--- src/rtl/notebank_pkg.sv ---
// ============================================================================
// Module      : notebank_pkg
// Description : Shared types, constants and the output saturation helper
//               for the polyphonic note bank.
// Revision    : 1.0
// ============================================================================
`default_nettype none

package notebank_pkg;

    localparam int DUTY_W = 8;

    typedef enum logic [1:0] {
        ST_IDLE    = 2'd0,
        ST_ATTACK  = 2'd1,
        ST_SUSTAIN = 2'd2,
        ST_RELEASE = 2'd3
    } voice_state_t;

    // Clamp a wide signed value into the range of a WIDTH-bit signed number.
    function automatic logic signed [63:0] sat_signed(
        input logic signed [63:0] x,
        input int unsigned        width
    );
        logic signed [63:0] hi;
        logic signed [63:0] lo;
        hi = (64'sd1 <<< (width - 1)) - 64'sd1;
        lo = -(64'sd1 <<< (width - 1));
        if (x > hi) begin
            return hi;
        end else if (x < lo) begin
            return lo;
        end
        return x;
    endfunction

endpackage

`default_nettype wire

--- src/rtl/notebank_voice.sv ---
// ============================================================================
// Module      : notebank_voice
// Description : One voice: note latch FSM, phase counter, PWM compare and
//               amplitude envelope. Ramped envelope when
//               POLY_NOTEBANK_ENVELOPE_EN is defined, gated on/off otherwise.
// Revision    : 1.0
// ============================================================================
`default_nettype none

module notebank_voice
    import notebank_pkg::*;
#(
    parameter int PERIOD_W = 23,
    parameter int AMP_W    = 18
) (
    input  logic                    clk,
    input  logic                    rst,
    input  logic                    note_on,
    input  logic                    note_off,
    input  logic [PERIOD_W-1:0]     period,
    input  logic [DUTY_W-1:0]       duty,
    input  logic [AMP_W-1:0]        amp,
    input  logic [AMP_W-1:0]        att_step,
    input  logic [AMP_W-1:0]        rel_step,
    input  logic                    sample_en,
    output logic signed [AMP_W:0]   sample,
    output logic                    active,
    output logic                    done
);

    localparam int PROD_W = PERIOD_W + DUTY_W;

    voice_state_t           r_state;
    voice_state_t           w_state_nxt;
    logic [AMP_W-1:0]       r_env;
    logic [AMP_W-1:0]       w_env_nxt;
    logic [PERIOD_W-1:0]    r_phase;
    logic [PERIOD_W-1:0]    w_phase_nxt;
    logic [PERIOD_W-1:0]    r_period;
    logic [PERIOD_W-1:0]    r_thr;
    logic [PERIOD_W-1:0]    w_thr;
    logic                   r_active;
    logic                   r_done;
    logic                   w_done_nxt;
    logic                   w_capture;

    assign w_thr = PERIOD_W'((PROD_W'(period) * PROD_W'(duty)) >> DUTY_W);

`ifdef POLY_NOTEBANK_ENVELOPE_EN
    logic [AMP_W:0] w_att_sum;
    assign w_att_sum = {1'b0, r_env} + {1'b0, att_step};
`else
    logic w_unused;
    assign w_unused = ^{att_step, rel_step, sample_en};
`endif

    // note_on has priority over note_off in every state.
    always_comb begin
        w_state_nxt = r_state;
        w_env_nxt   = r_env;
        w_done_nxt  = 1'b0;
        w_capture   = 1'b0;
        if (note_on) begin
            w_capture   = 1'b1;
`ifdef POLY_NOTEBANK_ENVELOPE_EN
            w_state_nxt = ST_ATTACK;
`else
            w_state_nxt = ST_SUSTAIN;
            w_env_nxt   = amp;
`endif
        end else begin
            case (r_state)
`ifdef POLY_NOTEBANK_ENVELOPE_EN
                ST_ATTACK: begin
                    if (note_off) begin
                        w_state_nxt = ST_RELEASE;
                    end else if (sample_en) begin
                        if (w_att_sum >= {1'b0, amp}) begin
                            w_env_nxt   = amp;
                            w_state_nxt = ST_SUSTAIN;
                        end else begin
                            w_env_nxt = w_att_sum[AMP_W-1:0];
                        end
                    end
                end
                ST_SUSTAIN: begin
                    if (note_off) begin
                        w_state_nxt = ST_RELEASE;
                    end else begin
                        w_env_nxt = amp;
                    end
                end
                ST_RELEASE: begin
                    if (sample_en) begin
                        if (r_env <= rel_step) begin
                            w_env_nxt   = '0;
                            w_state_nxt = ST_IDLE;
                            w_done_nxt  = 1'b1;
                        end else begin
                            w_env_nxt = r_env - rel_step;
                        end
                    end
                end
`else
                ST_SUSTAIN: begin
                    if (note_off) begin
                        w_env_nxt   = '0;
                        w_state_nxt = ST_IDLE;
                        w_done_nxt  = 1'b1;
                    end else begin
                        w_env_nxt = amp;
                    end
                end
`endif
                default: ;
            endcase
        end
    end

    // Degenerate periods (0 or 1) pin the phase at zero.
    always_comb begin
        w_phase_nxt = r_phase;
        if (w_capture || (r_state == ST_IDLE)) begin
            w_phase_nxt = '0;
        end else if ((r_period < PERIOD_W'(2)) || (r_phase >= r_period - PERIOD_W'(1))) begin
            w_phase_nxt = '0;
        end else begin
            w_phase_nxt = r_phase + PERIOD_W'(1);
        end
    end

    always_ff @(posedge clk) begin
        if (rst) begin
            r_state  <= ST_IDLE;
            r_env    <= '0;
            r_phase  <= '0;
            r_period <= '0;
            r_thr    <= '0;
            r_active <= 1'b0;
            r_done   <= 1'b0;
        end else begin
            r_state  <= w_state_nxt;
            r_env    <= w_env_nxt;
            r_phase  <= w_phase_nxt;
            r_active <= (w_state_nxt != ST_IDLE);
            r_done   <= w_done_nxt;
            if (w_capture) begin
                r_period <= period;
                r_thr    <= w_thr;
            end
        end
    end

    always_comb begin
        sample = '0;
        if (r_state != ST_IDLE) begin
            sample = (r_phase < r_thr) ? $signed({1'b0, r_env}) : -$signed({1'b0, r_env});
        end
    end

    assign active = r_active;
    assign done   = r_done;

endmodule

`default_nettype wire

--- src/rtl/poly_notebank.sv ---
// ============================================================================
// Module      : poly_notebank
// Description : VOICES-voice PWM note bank with saturating signed mixer.
//               Envelope ramps enabled by POLY_NOTEBANK_ENVELOPE_EN.
// Revision    : 1.0
// ============================================================================
`default_nettype none

module poly_notebank
    import notebank_pkg::*;
#(
    parameter int VOICES   = 4,
    parameter int PERIOD_W = 23,
    parameter int AMP_W    = 18,
    parameter int OUT_W    = 24
) (
    input  logic                          clk,
    input  logic                          rst,
    input  logic [VOICES-1:0]             note_on,
    input  logic [VOICES-1:0]             note_off,
    input  logic [VOICES*PERIOD_W-1:0]    period,
    input  logic [VOICES*DUTY_W-1:0]      duty,
    input  logic [AMP_W-1:0]              amp,
    input  logic [AMP_W-1:0]              att_step,
    input  logic [AMP_W-1:0]              rel_step,
    input  logic                          sample_en,
    output logic signed [OUT_W-1:0]       audio_out,
    output logic [VOICES-1:0]             done,
    output logic [VOICES-1:0]             active
);

    localparam int SHIFT = OUT_W - AMP_W - 1;

    logic signed [AMP_W:0]     w_sample [VOICES];
    logic signed [63:0]        w_sum;
    logic signed [63:0]        w_scaled;
    logic signed [OUT_W-1:0]   w_sat;
    logic signed [OUT_W-1:0]   r_audio;

    generate
        for (genvar gi = 0; gi < VOICES; gi++) begin : g_voice
            notebank_voice #(
                .PERIOD_W (PERIOD_W),
                .AMP_W    (AMP_W)
            ) u_voice (
                .clk       (clk),
                .rst       (rst),
                .note_on   (note_on[gi]),
                .note_off  (note_off[gi]),
                .period    (period[gi*PERIOD_W +: PERIOD_W]),
                .duty      (duty[gi*DUTY_W +: DUTY_W]),
                .amp       (amp),
                .att_step  (att_step),
                .rel_step  (rel_step),
                .sample_en (sample_en),
                .sample    (w_sample[gi]),
                .active    (active[gi]),
                .done      (done[gi])
            );
        end
    endgenerate

    // 64-bit accumulator is wide enough for 16 full-scale voices after scaling.
    always_comb begin
        w_sum = '0;
        for (int i = 0; i < VOICES; i++) begin
            w_sum = w_sum + $signed({{(63-AMP_W){w_sample[i][AMP_W]}}, w_sample[i]});
        end
        w_scaled = w_sum <<< SHIFT;
    end

    assign w_sat = OUT_W'(sat_signed(w_scaled, OUT_W));

    always_ff @(posedge clk) begin
        if (rst) begin
            r_audio <= '0;
        end else begin
            r_audio <= w_sat;
        end
    end

    assign audio_out = r_audio;

endmodule

`default_nettype wire

--- config.mk ---
export PLATFORM = sky130hd
export DESIGN_NAME = poly_notebank
export DESIGN_NICKNAME = d
export VERILOG_FILES = /design/src/rtl/notebank_pkg.sv /design/src/rtl/notebank_voice.sv /design/src/rtl/poly_notebank.sv
export SDC_FILE = /design/constraint.sdc
export NUM_CORES = 2
export LEC_CHECK = 0
export BUFFER_PORTS_ARGS = -buffer_cell sky130_fd_sc_hd__buf_2
export CORE_MARGIN = 4
export CORE_UTILIZATION = 45
export DETAILED_ROUTE_END_ITERATION = 6
export SLEW_MARGIN = 20
export SYNTH_ARGS = -nofsm -noshare
export SYNTH_HDL_FRONTEND = slang
export SYNTH_SLANG_ARGS = --single-unit
--- constraint.sdc ---
create_clock -name clk -period 15.1 [get_ports clk]
set_input_delay 0.755 -clock clk [delete_from_list [all_inputs] [get_ports clk]]
set_output_delay 0.755 -clock clk [all_outputs]
set_load 0.05 [all_outputs]
---- Word level (Yosys, flattened, before mapping) ----
Index checks and enable logic that the tools add are counted.
word-level totals
  flip-flop bits (word level) ............. 388
  input bits .............................. 189
  output and inout port bits .............. 32
  logic and storage cells ................. 150
operators by class
  add/subtract/negate cells ............... 15
  $mul .................................... 4
  magnitude comparators ................... 14
  eq/ne operators ......................... 4
  muxes and demuxes ....................... 45
  bitwise logic cells ..................... 5
  reduce and logical (&&, ||, !) cells .... 33
operator list
  kind                                                              count
  2-to-1 mux 18 bit                                                 12
  2-to-1 mux 19 bit                                                 8
  multiplier 23 x 8 -> 31 bit                                       4
  adder 23 x 1 -> 23 bit (second input constant)                    4
  greater-or-equal comparator 23 bit                                4
  < comparator 23 x 2 -> 1 bit (second input constant)              4
  < comparator 23 bit                                               4
  subtractor 23 x 1 -> 23 bit (second input constant)               4
  negation 18 -> 19 bit                                             4
  2-to-1 mux 24 bit                                                 3
  greater-than comparator 27 x 24 -> 1 bit (second input constant)  1
  < comparator 27 x 24 -> 1 bit (second input constant)             1
  2-to-1 mux 2 bit                                                  12
  nonzero test 2 bit                                                12
  OR reduction 3 bit                                                8
  adder 21 x 19 -> 22 bit                                           1
  adder 20 x 19 -> 21 bit                                           1
  adder 19 x 19 -> 20 bit                                           1
  2-to-1 mux 1 bit                                                  10
  == test 2 bit (second input constant)                             4
  logical NOT 2 bit                                                 4
  logical OR 1 bit                                                  8
  NOT 1 bit                                                         5
  OR reduction 2 bit                                                1

---- Longest topological paths before layout ----
  word-level depth ........................ 11
  depth in mapped cells ................... 28
  mapped depth without buffers ............ 27

---- Cells and area by module ----
A second synthesis with hierarchy kept.
unflattened totals
  cells, all modules ...................... 5475
  area, all modules ....................... 45989.1 um^2
modules (own cells, without submodules)
  module                               instances  cells each  area an instance (um^2)  sequential area each (um^2)
  notebank_voice (g_voice[2].u_voice)  1          1302        10879.2                  1821.7
  notebank_voice (g_voice[1].u_voice)  1          1305        10849.2                  1821.7
  notebank_voice (g_voice[0].u_voice)  1          1301        10835.4                  1821.7
  notebank_voice (g_voice[3].u_voice)  1          1240        10675.2                  1821.7
  poly_notebank                        1          327         2750.1                   400.4

---- Least setup slack after synthesis ----
OpenSTA, ideal clock, no wires.
  path type ............................... flip-flop to flip-flop
  from .................................... register g_voice[0].u_voice.r_phase[1]
  to ...................................... register r_audio[13] (netlist: audio_out[13])
  setup time .............................. 0.087 ns
  arrival time ............................ 6.029 ns
  required time ........................... 15.013 ns
  path slack .............................. 8.984 ns
  cell stages (with the launch flop) ...... 26
  path buffers ............................ 2
  clock period less this slack ............ 6.116 ns
  path through ............................ dfxtp_1 > ha_1 > a21o_1 > a21o_1 > a21o_1 > a21o_1 > a211o_1 > a21oi_1 > clkbuf_1 > o21ai_0 > mux2i_1 > fa_1 > inv_1 > fa_1 > inv_1 > ha_1 > and3_1 > a311o_1 > a21oi_2 > o21ai_2 > a221o_2 > a21oi_2 > xnor2_1 > a31oi_2 > buf_4 > o31ai_1
between the ends
  longest elaborated chain between the ends .. 10
  elaborated cells between the ends (all ways) .. 12
  classes of those cells .................. add/sub (3); order compare (3); mux (6)
RTL lines
  item                           line                   source
  from (decl)                    notebank_voice.sv:37   logic [PERIOD_W-1:0] r_phase;
  from (signal assigned)         notebank_voice.sv:144  r_phase <= w_phase_nxt;
  < comparator 23 bit (*)        notebank_voice.sv:157  sample = (r_phase < r_thr) ? $signed({1'b0, r_env}) : -$signed({1'b0, r_env});
  2-to-1 mux 19 bit (*)          notebank_voice.sv:157
  2-to-1 mux 19 bit (*)          notebank_voice.sv:156  if (r_state != ST_IDLE) begin
  adder 19 x 19 -> 20 bit (*)    poly_notebank.sv:67    w_sum = w_sum + $signed({{(63-AMP_W){w_sample[i][AMP_W]}}, w_sample[i]});
  adder 20 x 19 -> 21 bit (*)    poly_notebank.sv:67
  adder 21 x 19 -> 22 bit (*)    poly_notebank.sv:67
  < comparator 27 x 24 -> 1 bit  notebank_pkg.sv:31     end else if (x < lo) begin
  2-to-1 mux 1 bit               notebank_pkg.sv:31
  2-to-1 mux 1 bit               notebank_pkg.sv:29     if (x > hi) begin
  2-to-1 mux 24 bit (*)          notebank_pkg.sv:34     return x;
  to (signal assigned)           poly_notebank.sv:78    r_audio <= w_sat;
  to (decl)                      poly_notebank.sv:38    logic signed [OUT_W-1:0] r_audio;
Every way passes the cells marked *; elsewhere a longest branch is shown, timed or not.
A chain may end at the register's enable or synchronous reset.

---- Final worst setup path ----
  from .................................... register g_voice[0].u_voice.r_phase[20]
  to ...................................... register r_audio[22] (netlist: audio_out[22])
Same word-level chain as after synthesis.

==> impl_metrics.tcl <==
set metrics [dict create \
    outcome "complete, no violations" \
    hold_path_end "g_voice[0].u_voice.r_thr[17]" \
    synth-edff-count 0 \
    dieArea_um2 107000 \
    wl_met3_um 5420 \
    critPathKind "register to register" \
    dp_hpwl_um 90700 \
    drive_gt1_share_pct 6.34 \
    cts_tree "done" \
    p_leak_nw 23.1 \
    synth_seq_cells 384 \
    die_h_um 327 \
    yosys-top-cells-count "724 x nand2_1, 664 x inv_1, 539 x fa_1" \
    synth_top_area_share_pct 23.5 \
    wire_per_inst_um 17.2 \
    dr.pass1.iters 5 \
    cts_root_buf "clkbuf_16" \
    yosysSeqAreaShare_pct 16.8 \
    end_kind "register" \
    min_path_type "register to register" \
    crit_buf_inv 4 \
    worstPathArrival_ps 7640 \
    setup_viol 0 \
    synthTopCellsByArea "fa_1 24%, dfxtp_1 17%, ha_1 11%" \
    critPathRequiredTime_ps 15510 \
    antenna_found_initial 10 \
    viasPerCell 5.39 \
    area_delta_synth_final_pct 7.54 \
    rsz0062_at_grt "no" \
    drc_errors 0 \
    synth_ff_type "dfxtp_1" \
    yosys.area.top_type "fa_1" \
    wl_met2_um 55600 \
    nets 6616 \
    vias 37100 \
    placed_cell_area_um2 47700 \
    fin_skew_ps 26.7 \
    cap_violations 0 \
    start_util_pct 45.6 \
    die_w_um 327 \
    grt_overflow 0 \
    track_usage_pct 22.3 \
    wl_um 118000 \
    cpLargestDelayFamily "compound AO/OA/AOI/OAI gates" \
    yosys_warnings 0 \
    synth_cell_types 83 \
    avgSynthCellArea_um2 8.35 \
    syn_nets 6629 \
    finalHoldViolations 0 \
    worstMarginPinSlew_ps 1070 \
    cp_slowest_cell "nor2_1" \
    async_flop_share_pct 0 \
    htree_levels 2 \
    path_cells "ha_1 > nand4_1 > nor2_1 > inv_1 > o21ai_0 > mux2i_1 > fa_1 > inv_1 > fa_1 > inv_1 > ha_1 > inv_1 > fa_1 > nor2b_4 > o31a_2 > a211oi_1 > o21ai_2 > a221o_2 > a21oi_2 > xnor2_1 > o311ai_4 > o31ai_1" \
    slew_violations 0 \
    yosysMostFrequentCell "nand2_1" \
    cpMostUsedCell "inv_1" \
    fin_area_um2 49300 \
    clock.fmax_mhz 138 \
    met1_length_um 54500 \
    ctsHoldBuffers 0 \
    synthCells 5496 \
    hp-start "g_voice[0].u_voice.r_thr[17]" \
    ctsResizeCount 0 \
    maxUsedRoutingLayer "met5" \
    r2r_start "g_voice[0].u_voice.r_phase[20]" \
    irDropWorstVdd_mv 0.0705 \
    io_pins 221 \
    clk_path_buf_depth 3 \
    r2r_cells 22 \
    power_density_nw_per_um2 128 \
    cp_slowest_stage_delay_ps 920 \
    port_buffers 183 \
    globalplace.congestion 0.863 \
    numCtsBuffers 49 \
    clk_pin_slew_ps 60 \
    whs_path_depth 2 \
    min_period_over_period_pct 47.9 \
    rows 116 \
    fin_crit_ps 7230 \
    slew_headroom_pct 28.6 \
    numClockSinks 384 \
    synthesis.area_um2 45900 \
    insertion_delay_ps 600 \
    crit_fanout 19 \
    startpoint_type "register" \
    grt_pass1_wl_um 198000 \
    grt_pass1_vias 37600 \
    grt_max_degree 109 \
    post-cts-setup-buffers 0 \
    r2r_slack_ps 7870 \
    postRouteAntennaNets 0 \
    reg2reg_to "audio_out[22]" \
    drt_iter0_drc 1972 \
    core_um2 101000 \
    tns_ps 0 \
]
## worst min-delay path: stages (launching register included)
cell and delay (ps):
dfxtp_1 320, nand2_1 50, o21ai_0 50
## cells by family after synthesis
family	count (synthesis)	synth area share, %
AND/OR/NAND/NOR	2013	21.1
multiplexers	154	3.37
XOR/XNOR	252	4.81
flip-flops	384	16.8
adder cells (fa/ha/maj)	944	34.6
AO/OA/AOI/OAI	809	11.6
buffers and inverters	940	7.83
## worst max-delay path by stage
stage	startpoint	endpoint	slack (ps)	depth (start not counted)
after CTS	g_voice[0].u_voice.r_phase[20]	audio_out[22]	7870	22
after global placement	g_voice[0].u_voice.r_phase[20]	audio_out[6]	7880	22
after floorplan	g_voice[0].u_voice.r_phase[1]	audio_out[13]	8980	25
after global routing	g_voice[0].u_voice.r_phase[20]	audio_out[9]	7370	22
final	g_voice[0].u_voice.r_phase[20]	audio_out[22]	7870	22
after detailed placement	g_voice[0].u_voice.r_phase[20]	audio_out[6]	7910	22
## registers in the layout, indices dropped and copies added, names as in the netlist
register / cells
g_voice.u_voice.done: 4
g_voice.u_voice.r_thr: 92
audio_out: 20
g_voice.u_voice.r_env: 72
g_voice.u_voice.r_period: 92
g_voice.u_voice.active: 4
g_voice.u_voice.r_phase: 92
g_voice.u_voice.r_state: 8
## per-stage QoR
stage                     instances  hold slack (ps)  total power [mW]  utilization (%)  setup WS (ps)
final                          6879              457              6.33             49.1           7870
after global placement         6789              443              5.13             47.4           7880
after floorplan                5496              425              4.27                -           8980
after detailed placement       6789              449              5.15             47.4           7910
after CTS                      6876              459              6.41             49.0           7870
after global routing           6876              485              7.01             49.1           7370
## area by class of cell
class / count / area, um2
Fill cell: 9825 / 51200
Clock buffer: 60 / 1350
Multi-Input combinational cell: 4172 / 34700
Inverter: 668 / 2510
Sequential cell: 384 / 7690
Clock inverter: 27 / 307
Tap cell: 1357 / 1700
Antenna cell: 3 / 7.51
Timing Repair Buffer: 208 / 1130
## placed cells by master, fill, tap and decap left out, types with 35 or more instances in the layout
| cell | netlist | final |
|---|---|---|
| xnor2_1 | 144 | 144 |
| inv_1 | 664 | 664 |
| and3_1 | 35 | 35 |
| a21o_1 | 100 | 100 |
| o21a_1 | 40 | 40 |
| fa_1 | 539 | 539 |
| nand3_1 | 161 | 161 |
| and2_1 | 314 | 314 |
| a31oi_1 | 50 | 48 |
| nor2_1 | 366 | 365 |
| nand2_1 | 724 | 724 |
| buf_2 | 0 | 182 |
| or3_1 | 37 | 37 |
| mux2i_1 | 152 | 152 |
| ha_1 | 405 | 405 |
| clkbuf_16 | 0 | 49 |
| dfxtp_1 | 384 | 384 |
| nor3_1 | 87 | 87 |
| a21oi_1 | 206 | 206 |
| o21ai_0 | 159 | 159 |
| nand4_1 | 86 | 86 |
| nand2b_1 | 52 | 52 |
| xor2_1 | 108 | 108 |
## where the power goes
group / leakage (nW) / internal, mW / switching [mW]
registers: 3.15 / 1.15 / 0.0970
clock network: 0.800 / 0.722 / 0.484
logic: 19.2 / 1.63 / 2.25
## per-layer routing
layer	global-route usage (%)	up-vias
met3	2.35	159
met5	0	-
li1	-	18100
met1	30.8	18100
met4	5.72	6
met2	37.6	736
Power figures use the tool's default switching activity.
